**config.mk**
```make
export PLATFORM = sky130hd
export DESIGN_NAME = button_event_arbiter
export DESIGN_NICKNAME = d
export VERILOG_FILES = /design/src/rtl/button_event_arbiter.sv
export SDC_FILE = /design/constraint.sdc
export NUM_CORES = 1
export LEC_CHECK = 0
export BUFFER_PORTS_ARGS = -buffer_cell sky130_fd_sc_hd__clkbuf_2
export CAP_MARGIN = 20
export CORE_ASPECT_RATIO = 0.9
export CORE_MARGIN = 2
export CORE_UTILIZATION = 35
export DETAILED_ROUTE_END_ITERATION = 8
export PLACE_DENSITY = 0.51
export SLEW_MARGIN = 30
export SYNTH_ARGS = -nofsm -noshare
export SYNTH_HDL_FRONTEND = slang
export SYNTH_SLANG_ARGS = --single-unit
```
**constraint.sdc**
```tcl
create_clock -name clk_i -period 3.9 [get_ports clk_i]
set_input_delay 0.39 -clock clk_i [delete_from_list [all_inputs] [get_ports clk_i]]
set_output_delay 0.39 -clock clk_i [all_outputs]
set_load 0.005 [all_outputs]
```
**src/rtl/button_event_arbiter.sv**
```systemverilog
// Debounces NUM_BTN raw buttons on a shared sample tick, generates auto-repeat,
// and serialises press/release/repeat events round-robin onto one valid/ready channel.
`timescale 1ns/1ps
module button_event_arbiter #(
  parameter int NUM_BTN      = 4,
  parameter int TICK_POW     = 16,
  parameter int STABLE_TICKS = 4,
  parameter int REPEAT_DELAY = 32,
  parameter int REPEAT_RATE  = 8
) (
  input  logic                       clk_i,
  input  logic                       rst_i,
  input  logic [NUM_BTN-1:0]         in,
  output logic [NUM_BTN-1:0]         state_o,
  output logic                       ev_valid_o,
  input  logic                       ev_ready_i,
  output logic [$clog2(NUM_BTN)-1:0] ev_btn_o,
  output logic [1:0]                 ev_type_o,
  output logic                       overflow_o,
  input  logic                       clr_ovf_i
);

  localparam int BTN_W = $clog2(NUM_BTN);
  localparam logic [3:0]       STAB_LAST = 4'(STABLE_TICKS - 1);
  localparam logic [7:0]       DELAY_TH  = 8'(REPEAT_DELAY);
  localparam logic [7:0]       RATE_TH   = 8'(REPEAT_RATE);
  localparam logic [BTN_W-1:0] BTN_LAST  = BTN_W'(NUM_BTN - 1);
  localparam logic [BTN_W:0]   BTN_NUM   = (BTN_W+1)'(NUM_BTN);

  typedef enum logic [1:0] {
    EV_PRESS   = 2'b00,
    EV_RELEASE = 2'b01,
    EV_REPEAT  = 2'b10
  } ev_type_e;

  typedef enum logic {
    S_IDLE,
    S_OFFER
  } arb_state_e;

  // Input synchroniser and shared sample prescaler
  logic [NUM_BTN-1:0]  sync1_q, sync2_q;
  logic [TICK_POW-1:0] presc_q;
  logic                tick;

  // Per-button filter and auto-repeat state
  logic [NUM_BTN-1:0]      state_q, state_d;
  logic [NUM_BTN-1:0][3:0] stab_q, stab_d;
  logic [NUM_BTN-1:0][7:0] rep_q, rep_d;
  logic [NUM_BTN-1:0]      later_q, later_d;
  logic [NUM_BTN-1:0]      flip;
  logic [NUM_BTN-1:0][7:0] rep_inc;

  // Pending event flags
  logic [NUM_BTN-1:0] set_press, set_rel, set_rep;
  logic [NUM_BTN-1:0] clr_press, clr_rel, clr_rep;
  logic [NUM_BTN-1:0] press_pend_q, rel_pend_q, rep_pend_q;
  logic [NUM_BTN-1:0] pend_any, ovf_hit;
  logic               ovf_q;

  // Output arbiter
  arb_state_e       arb_q, arb_d;
  logic [BTN_W-1:0] rr_q, rr_d;
  logic [BTN_W-1:0] btn_q, btn_d;
  ev_type_e         type_q, type_d;
  logic             handshake;
  logic             found;
  logic [BTN_W:0]   scan_sum;
  logic [BTN_W-1:0] cand;

  // NOTE: sequential state always uses non-blocking assignments, so every flop
  // samples the pre-edge value and the two sync stages shift instead of collapsing.
  always_ff @(posedge clk_i or posedge rst_i) begin
    if (rst_i) begin
      sync1_q <= '0;
      sync2_q <= '0;
      presc_q <= '0;
    end else begin
      sync1_q <= in;
      sync2_q <= sync1_q;
      presc_q <= presc_q + TICK_POW'(1);
    end
  end

  assign tick = &presc_q;

  // NOTE: every variable driven here gets a default first, so no branch can
  // leave one unassigned and infer a latch.
  always_comb begin
    state_d   = state_q;
    stab_d    = stab_q;
    rep_d     = rep_q;
    later_d   = later_q;
    flip      = '0;
    rep_inc   = '0;
    set_press = '0;
    set_rel   = '0;
    set_rep   = '0;
    if (tick) begin
      for (int i = 0; i < NUM_BTN; i++) begin
        if (sync2_q[i] != state_q[i]) begin
          if (stab_q[i] == STAB_LAST) begin
            flip[i]      = 1'b1;
            state_d[i]   = ~state_q[i];
            stab_d[i]    = '0;
            set_press[i] = ~state_q[i];
            set_rel[i]   = state_q[i];
          end else begin
            stab_d[i] = stab_q[i] + 4'd1;
          end
        end else begin
          stab_d[i] = '0;
        end

        // "later" selects the repeat-rate threshold once the first repeat has fired
        rep_inc[i] = rep_q[i] + 8'd1;
        if (flip[i] || !state_q[i]) begin
          rep_d[i]   = '0;
          later_d[i] = 1'b0;
        end else if (rep_inc[i] == (later_q[i] ? RATE_TH : DELAY_TH)) begin
          set_rep[i] = 1'b1;
          rep_d[i]   = '0;
          later_d[i] = 1'b1;
        end else begin
          rep_d[i] = rep_inc[i];
        end
      end
    end
  end

  assign handshake = (arb_q == S_OFFER) && ev_ready_i;

  always_comb begin
    clr_press = '0;
    clr_rel   = '0;
    clr_rep   = '0;
    if (handshake) begin
      case (type_q)
        EV_PRESS:   clr_press[btn_q] = 1'b1;
        EV_RELEASE: clr_rel[btn_q]   = 1'b1;
        EV_REPEAT:  clr_rep[btn_q]   = 1'b1;
        default:    ;
      endcase
    end
  end

  // A flag that is re-set while still pending (and not being consumed) means a lost event
  assign ovf_hit = (set_press & press_pend_q & ~clr_press)
                 | (set_rel   & rel_pend_q   & ~clr_rel)
                 | (set_rep   & rep_pend_q   & ~clr_rep);

  assign pend_any = press_pend_q | rel_pend_q | rep_pend_q;

  always_ff @(posedge clk_i or posedge rst_i) begin
    if (rst_i) begin
      state_q      <= '0;
      stab_q       <= '0;
      rep_q        <= '0;
      later_q      <= '0;
      press_pend_q <= '0;
      rel_pend_q   <= '0;
      rep_pend_q   <= '0;
      ovf_q        <= 1'b0;
    end else begin
      state_q      <= state_d;
      stab_q       <= stab_d;
      rep_q        <= rep_d;
      later_q      <= later_d;
      press_pend_q <= (press_pend_q & ~clr_press) | set_press;
      rel_pend_q   <= (rel_pend_q & ~clr_rel) | set_rel;
      // A new release makes any outstanding repeat stale, so it is dropped silently
      rep_pend_q   <= (rep_pend_q & ~clr_rep & ~set_rel) | set_rep;
      if (|ovf_hit) begin
        ovf_q <= 1'b1;
      end else if (clr_ovf_i) begin
        ovf_q <= 1'b0;
      end
    end
  end

  always_comb begin
    arb_d    = arb_q;
    rr_d     = rr_q;
    btn_d    = btn_q;
    type_d   = type_q;
    found    = 1'b0;
    scan_sum = '0;
    cand     = '0;
    case (arb_q)
      S_IDLE: begin
        for (int k = 0; k < NUM_BTN; k++) begin
          scan_sum = {1'b0, rr_q} + (BTN_W+1)'(k);
          if (scan_sum >= BTN_NUM) begin
            scan_sum = scan_sum - BTN_NUM;
          end
          cand = scan_sum[BTN_W-1:0];
          if (!found && pend_any[cand]) begin
            found = 1'b1;
            btn_d = cand;
            if (press_pend_q[cand]) begin
              type_d = EV_PRESS;
            end else if (rel_pend_q[cand]) begin
              type_d = EV_RELEASE;
            end else begin
              type_d = EV_REPEAT;
            end
          end
        end
        if (found) begin
          arb_d = S_OFFER;
        end
      end
      S_OFFER: begin
        if (ev_ready_i) begin
          arb_d = S_IDLE;
          rr_d  = (btn_q == BTN_LAST) ? '0 : btn_q + BTN_W'(1);
        end
      end
      default: arb_d = S_IDLE;
    endcase
  end

  always_ff @(posedge clk_i or posedge rst_i) begin
    if (rst_i) begin
      arb_q  <= S_IDLE;
      rr_q   <= '0;
      btn_q  <= '0;
      type_q <= EV_PRESS;
    end else begin
      arb_q  <= arb_d;
      rr_q   <= rr_d;
      btn_q  <= btn_d;
      type_q <= type_d;
    end
  end

  assign state_o    = state_q;
  assign ev_valid_o = (arb_q == S_OFFER);
  assign ev_btn_o   = btn_q;
  assign ev_type_o  = type_q;
  assign overflow_o = ovf_q;

endmodule

```
=== Yosys cells after proc, flatten, opt, wreduce, memory -nomap -nowiden ===
Cells that the tools add are included.

* Bits in registers: 100
* Bits of input ports: 8
* Word-level logic and storage cells: 267

* Add/sub/neg operators: 17
* Magnitude comparators: 10
* Equal/unequal tests: 15
* Multiplexer cells: 137
* Bitwise logic cells: 26
* Reduce and logical (&&, ||, !) cells: 35

{| class="wikitable"
|+ Operator list
! operator !! number
|-
| $reduce_and A18 Y1 || 4
|-
| $mux W1 || 69
|-
| $mux W4 || 17
|-
| $reduce_and A17 Y1 || 4
|-
| $mux W8 || 8
|-
| $mux W2 || 25
|-
| $and A4 B4 Y4 || 10
|-
| $add A8 B1 Y8 const B || 4
|-
| $eq A8 B6 Y1 || 4
|-
| $or A4 B4 Y4 || 7
|-
| $bmux W1 S2 || 12
|-
| $mux W6 || 4
|-
| $add A16 B1 Y16 const B || 1
|-
| $add A4 B1 Y4 const B || 4
|-
| $eq A4 B2 Y1 const B || 4
|-
| $not A4 Y4 || 4
|-
| $reduce_and A16 Y1 || 1
|-
| $lt A2 B3 Y1 const B || 5
|-
| $reduce_bool A2 Y1 || 5
|-
| $ge A3 B3 Y1 const B || 3
|-
| $sub A2 B1 Y2 const B || 4
|-
| $logic_not A1 Y1 || 7
|-
| $add A2 B2 Y3 const B || 2
|-
| $logic_and A1 B1 Y1 || 5
|-
| other kinds (15) || 27
|}

=== Longest topological paths before layout ===
* Depth in word-level cells: 21
* Mapped depth: 8

=== Worst setup path after synthesis ===
Ideal clock, no wire load.

* Kind: register to register
* Start: reg stab_q[4] (netlist bit)
* End: reg rep_q[13] (netlist bit)
* Setup time: 0.126 ns
* Data arrival time: 1.898 ns
* Slack: 1.876 ns
* Cell stages (with the launch flop): 7
* Buffers on the path: 0
* Cell sequence: dfrtp_1 ha_1 or3b_2 o21ai_1 nand2b_2 nor2_2 a221o_1

* Word-level cells in the longest chain between the ends: 6

{| class="wikitable"
|+ RTL lines
! what !! RTL line !! text
|-
| start, declared || 48 || <nowiki>logic [NUM_BTN-1:0][3:0] stab_q, stab_d;</nowiki>
|-
| start signal, assigned || 166 || <nowiki>stab_q <= stab_d;</nowiki>
|-
| $eq A4 B2 Y1 || 102 || <nowiki>if (stab_q[i] == STAB_LAST) begin</nowiki>
|-
| $mux W1 || 102 ||
|-
| $mux W1 || 101 || <nowiki>if (sync2_q[i] != state_q[i]) begin</nowiki>
|-
| $mux W1 || 99 || <nowiki>if (tick) begin</nowiki>
|-
| $logic_or A1 B1 Y1 || 117 || <nowiki>if (flip[i] || !state_q[i]) begin</nowiki>
|-
| $mux W8 || 117 ||
|-
| end signal, assigned || 167 || <nowiki>rep_q <= rep_d;</nowiki>
|-
| end, declared || 49 || <nowiki>logic [NUM_BTN-1:0][7:0] rep_q, rep_d;</nowiki>
|}

No other way between the ends. The select of a mux whose other input is x is not followed.
A chain may end at the register's enable or synchronous reset.

=== Worst setup path after layout ===
* Start: reg presc_q[0]
* End: reg rep_q[20] (netlist bit)

* Word-level cells in the longest chain between the ends: 1

{| class="wikitable"
|+ RTL lines
! what !! RTL line !! text
|-
| start, declared || 43 || <nowiki>logic [TICK_POW-1:0] presc_q;</nowiki>
|-
| start signal, assigned || 81 || <nowiki>presc_q <= presc_q + TICK_POW'(1);</nowiki>
|-
| $reduce_and A16 Y1 || 85 || <nowiki>assign tick = &presc_q;</nowiki>
|}

No other way between the ends.

==> qor.txt <==
Status: finished, final reports clean
Final hold vios: 0
Setup Fix Bufs, Post-CTS: 0
Yosys top cell by area: dfrtp_1
Count leader, synth: dfrtp_1
First-pass detailed-route iteration total: 5
Drt drc: 0
Diode count: 0
First-pass GRT wire length: 22110 µm
Endpoint type of the worst setup path: flip-flop
Pwr dens: 455.5 nW/µm²
CP delay by family, top: simple AND/OR/NAND/NOR gates
Grt ovf: 0
Asr flop ratio synth: 100.0%
Worst-path fanout max: 48
Clock Pin Slew Worst Setup and Hold Paths: 0.08 ns
Seq cells post-synth: 100
Root Driver: clkbuf_16
Mean Syn Cell Area: 9.373 µm²
Synth area leaders: dfrtp_1 42%, nand2_1 5.5%, o21ai_0 4.8%
CTS tree: done
Crit-path max cell delay: 0.40 ns
Largest net degree at the start of global routing: 58
Sequential area share after synthesis: 42.31%
Layout area overhead: 10.58%
Worst-Skew Late Latency: 0.36 ns
Drt initial violations: 293
Synth top cells by count: 100 x dfrtp_1, 86 x nand2_1, 57 x o21ai_0, 40 x nor2_1, 25 x nand3_1
Clock network power share: 35.6%
CTS buffer count: 9
Final Cycle Share: 63.73%
Vias in the first global route: 4361
Final setup fails: 0
Initial Util: 35.37%
Bufs and invs on worst path: 1
Std cell rows: 45
Switching share of total power: 31.05%
Initial antenna violation count: 0
DP Worst Slack: 1.409 ns
Via density per instance: 5.397
Worst Setup Path Type: reg2reg
Worst Path Required: 4.17 ns
Die area: 17960 µm²
VDD IR max: 210.2 µV
# port buffers: 17
Synth cell types: 78
DR vias: 4620
Nets@finish: 661
Max Root-Sink Buffers: 2
Flop pwr share: 43.3%
CORE AREA: 16720 µm²
Post-Syn Nets: 652
Die Width: 141.0 µm
Max Clk Rate: 402.4 MHz
Number of routed nets with antenna violations: 0
Gr usage total: 15.46%
Slowest cell on crit path: dfrtp_1
WP data arrival: 2.76 ns
Crit path top cell by count: nand2_1
Worst hold path class: in2async
Max-cap viol count: 0
Switching pwr: 925.0 µW
Yosys top cell area share: 42.31%
Post-Synthesis Cells: 631
Design Power: 2.979 mW
YS warnings: 0
Pleak: 2.764 nW
DPL Wire Length: 9403 µm
Power Internal: 2.054 mW
Startpoint Class: flip-flop
Fin. max-slew vios: 0
Worst-Margin Slew: 0.7659 ns
Routed WL: 13150 µm
Final worst slack: 1.415 ns
Share of layout cells above drive strength 1: 12.71%
IO Count: 18
Filler cells: 1640
Final Skew: 0.009501 ns
Wire per inst: 15.36 µm
Post-CTS Resized: 0
Critical-path cell list: ha_1 -> nand2_1 -> nor4_4 -> nand2_2 -> buf_4 -> nor2_1 -> nand2_1 -> o21ai_0
Final GP Congestion: 0.8089
Main synth FF type: dfrtp_1
Clock H-tree levels: 3
Max-slew headroom: 48.94%
Post-CTS Hold Fix Bufs: 0
EDFF count, synth: 0
Num Clock Sinks: 100
Comb pwr share: 21.1%
Synthesized cell area: 5914 µm²
Setup TNS: 0 ns
RSZ-0062 raised after global routing: no
Tmin final: 2.485 ns
Chip Height: 127.3 µm
## worst paths after layout
kind | from | end | slack (ns) | depth (start not counted)
max in group asynchronous | rst_i | rep_q[21]$_DFFE_PP0P_ | 2.95 | 3
worst min-delay path | rst_i | rep_q[5]$_DFFE_PP0P_ | 0.12 | 2
min in group clk_i | in[3] | sync1_q[3]$_DFF_PP0_ | 0.14 | 1
worst max register to register | presc_q[0]$_DFF_PP0_ | rep_q[20]$_DFFE_PP0P_ | 1.41 | 8
worst min register to register | sync1_q[1]$_DFF_PP0_ | sync2_q[1]$_DFF_PP0_ | 0.35 | 0
worst max-delay path | presc_q[0]$_DFF_PP0_ | rep_q[20]$_DFFE_PP0P_ | 1.41 | 8
## cell type report
type / instances / area, µm² / area share [%]
Multi-Input combinational cell: 492 / 3238 / 49.51
Tap cell: 211 / 264.0 / 4.037
Inverter: 13 / 51.30 / 0.7844
Clock inverter: 7 / 121.4 / 1.856
Sequential cell: 100 / 2502 / 38.26
Timing Repair Buffer: 24 / 137.6 / 2.104
Clock buffer: 9 / 225.2 / 3.444
## flip-flops by register name, indices dropped and copies added, names as in the netlist
signal	count
press_pend_q	4
sync1_q	4
rep_pend_q	4
ev_btn_o	2
rr_q	2
ev_valid_o	1
sync2_q	4
state_o	4
rep_q	32
ev_type_o	2
stab_q	16
rel_pend_q	4
presc_q	16
overflow_o	1
later_q	4
## power by group through the flow
stage / Combinational, mW / Clock (mW) / Sequential, mW
after floorplan: 0.558 / 0 / 1.21
after global placement: 0.619 / 0 / 1.31
after detailed placement: 0.630 / 0 / 1.31
after CTS: 0.632 / 1.09 / 1.29
after global routing: 0.706 / 1.14 / 1.31
final: 0.628 / 1.06 / 1.29
## worst register-to-register path, delay by kind of cell, from the launching register on
kind | cells | cell delay [ns]
buf+inv | 1 | 0.37
fa+ha+maj | 1 | 0.31
simple gates | 5 | 1.15
flops | 1 | 0.40
compound gates | 1 | 0.18
## kinds of logic after synthesis
| logic type | after synthesis | share of synthesized area, % |
|---|---|---|
| fa+ha+maj | 13 | 2.750 |
| xor+xnor | 25 | 3.702 |
| flops | 100 | 42.31 |
| mux | 23 | 5.099 |
| compound gates | 152 | 17.45 |
| simple gates | 279 | 25.75 |
| buf+inv | 39 | 2.940 |
## layout by cell type, fill, tap and decap left out, types with 8 or more instances in the layout
cell type,instances
a21oi_1,20
a31oi_1,8
clkbuf_16,9
clkbuf_2,17
dfrtp_1,100
ha_1,13
inv_1,12
mux2i_1,11
nand2_1,86
nand2b_1,9
nand3_1,25
nand3b_1,10
nand4_1,10
nor2_1,40
nor2b_1,12
nor3_1,23
o21ai_0,57
or3_1,11
xnor2_1,13
xor2_1,12
## metal layers
metal | part of all wire, % | wire, µm | GRT usage [%] | vias up
met4 | 1.1 | 139 | 3.765 | 0
met3 | 3.9 | 515 | 4.310 | 10
li1 | - | - | - | 2330
met1 | 51 | 6702 | 21.55 | 2229
met5 | 0 | 0 | 0 | -
met2 | 44 | 5793 | 23.99 | 51
## per-stage QoR
stage          hold WS [ns]  std cells  util (%)  cell area, µm²
2_1_floorplan        0.3312        631         -            5914
4_1_cts              0.1269        856     39.11            6540
5_1_grt              0.1238        856     39.11            6540
3_5_place_dp         0.3347        840     37.04            6193
3_3_place_gp         0.3324        840     37.04            6193
6_report             0.1210        856     39.11            6540
(Power assumes the default switching activity.)
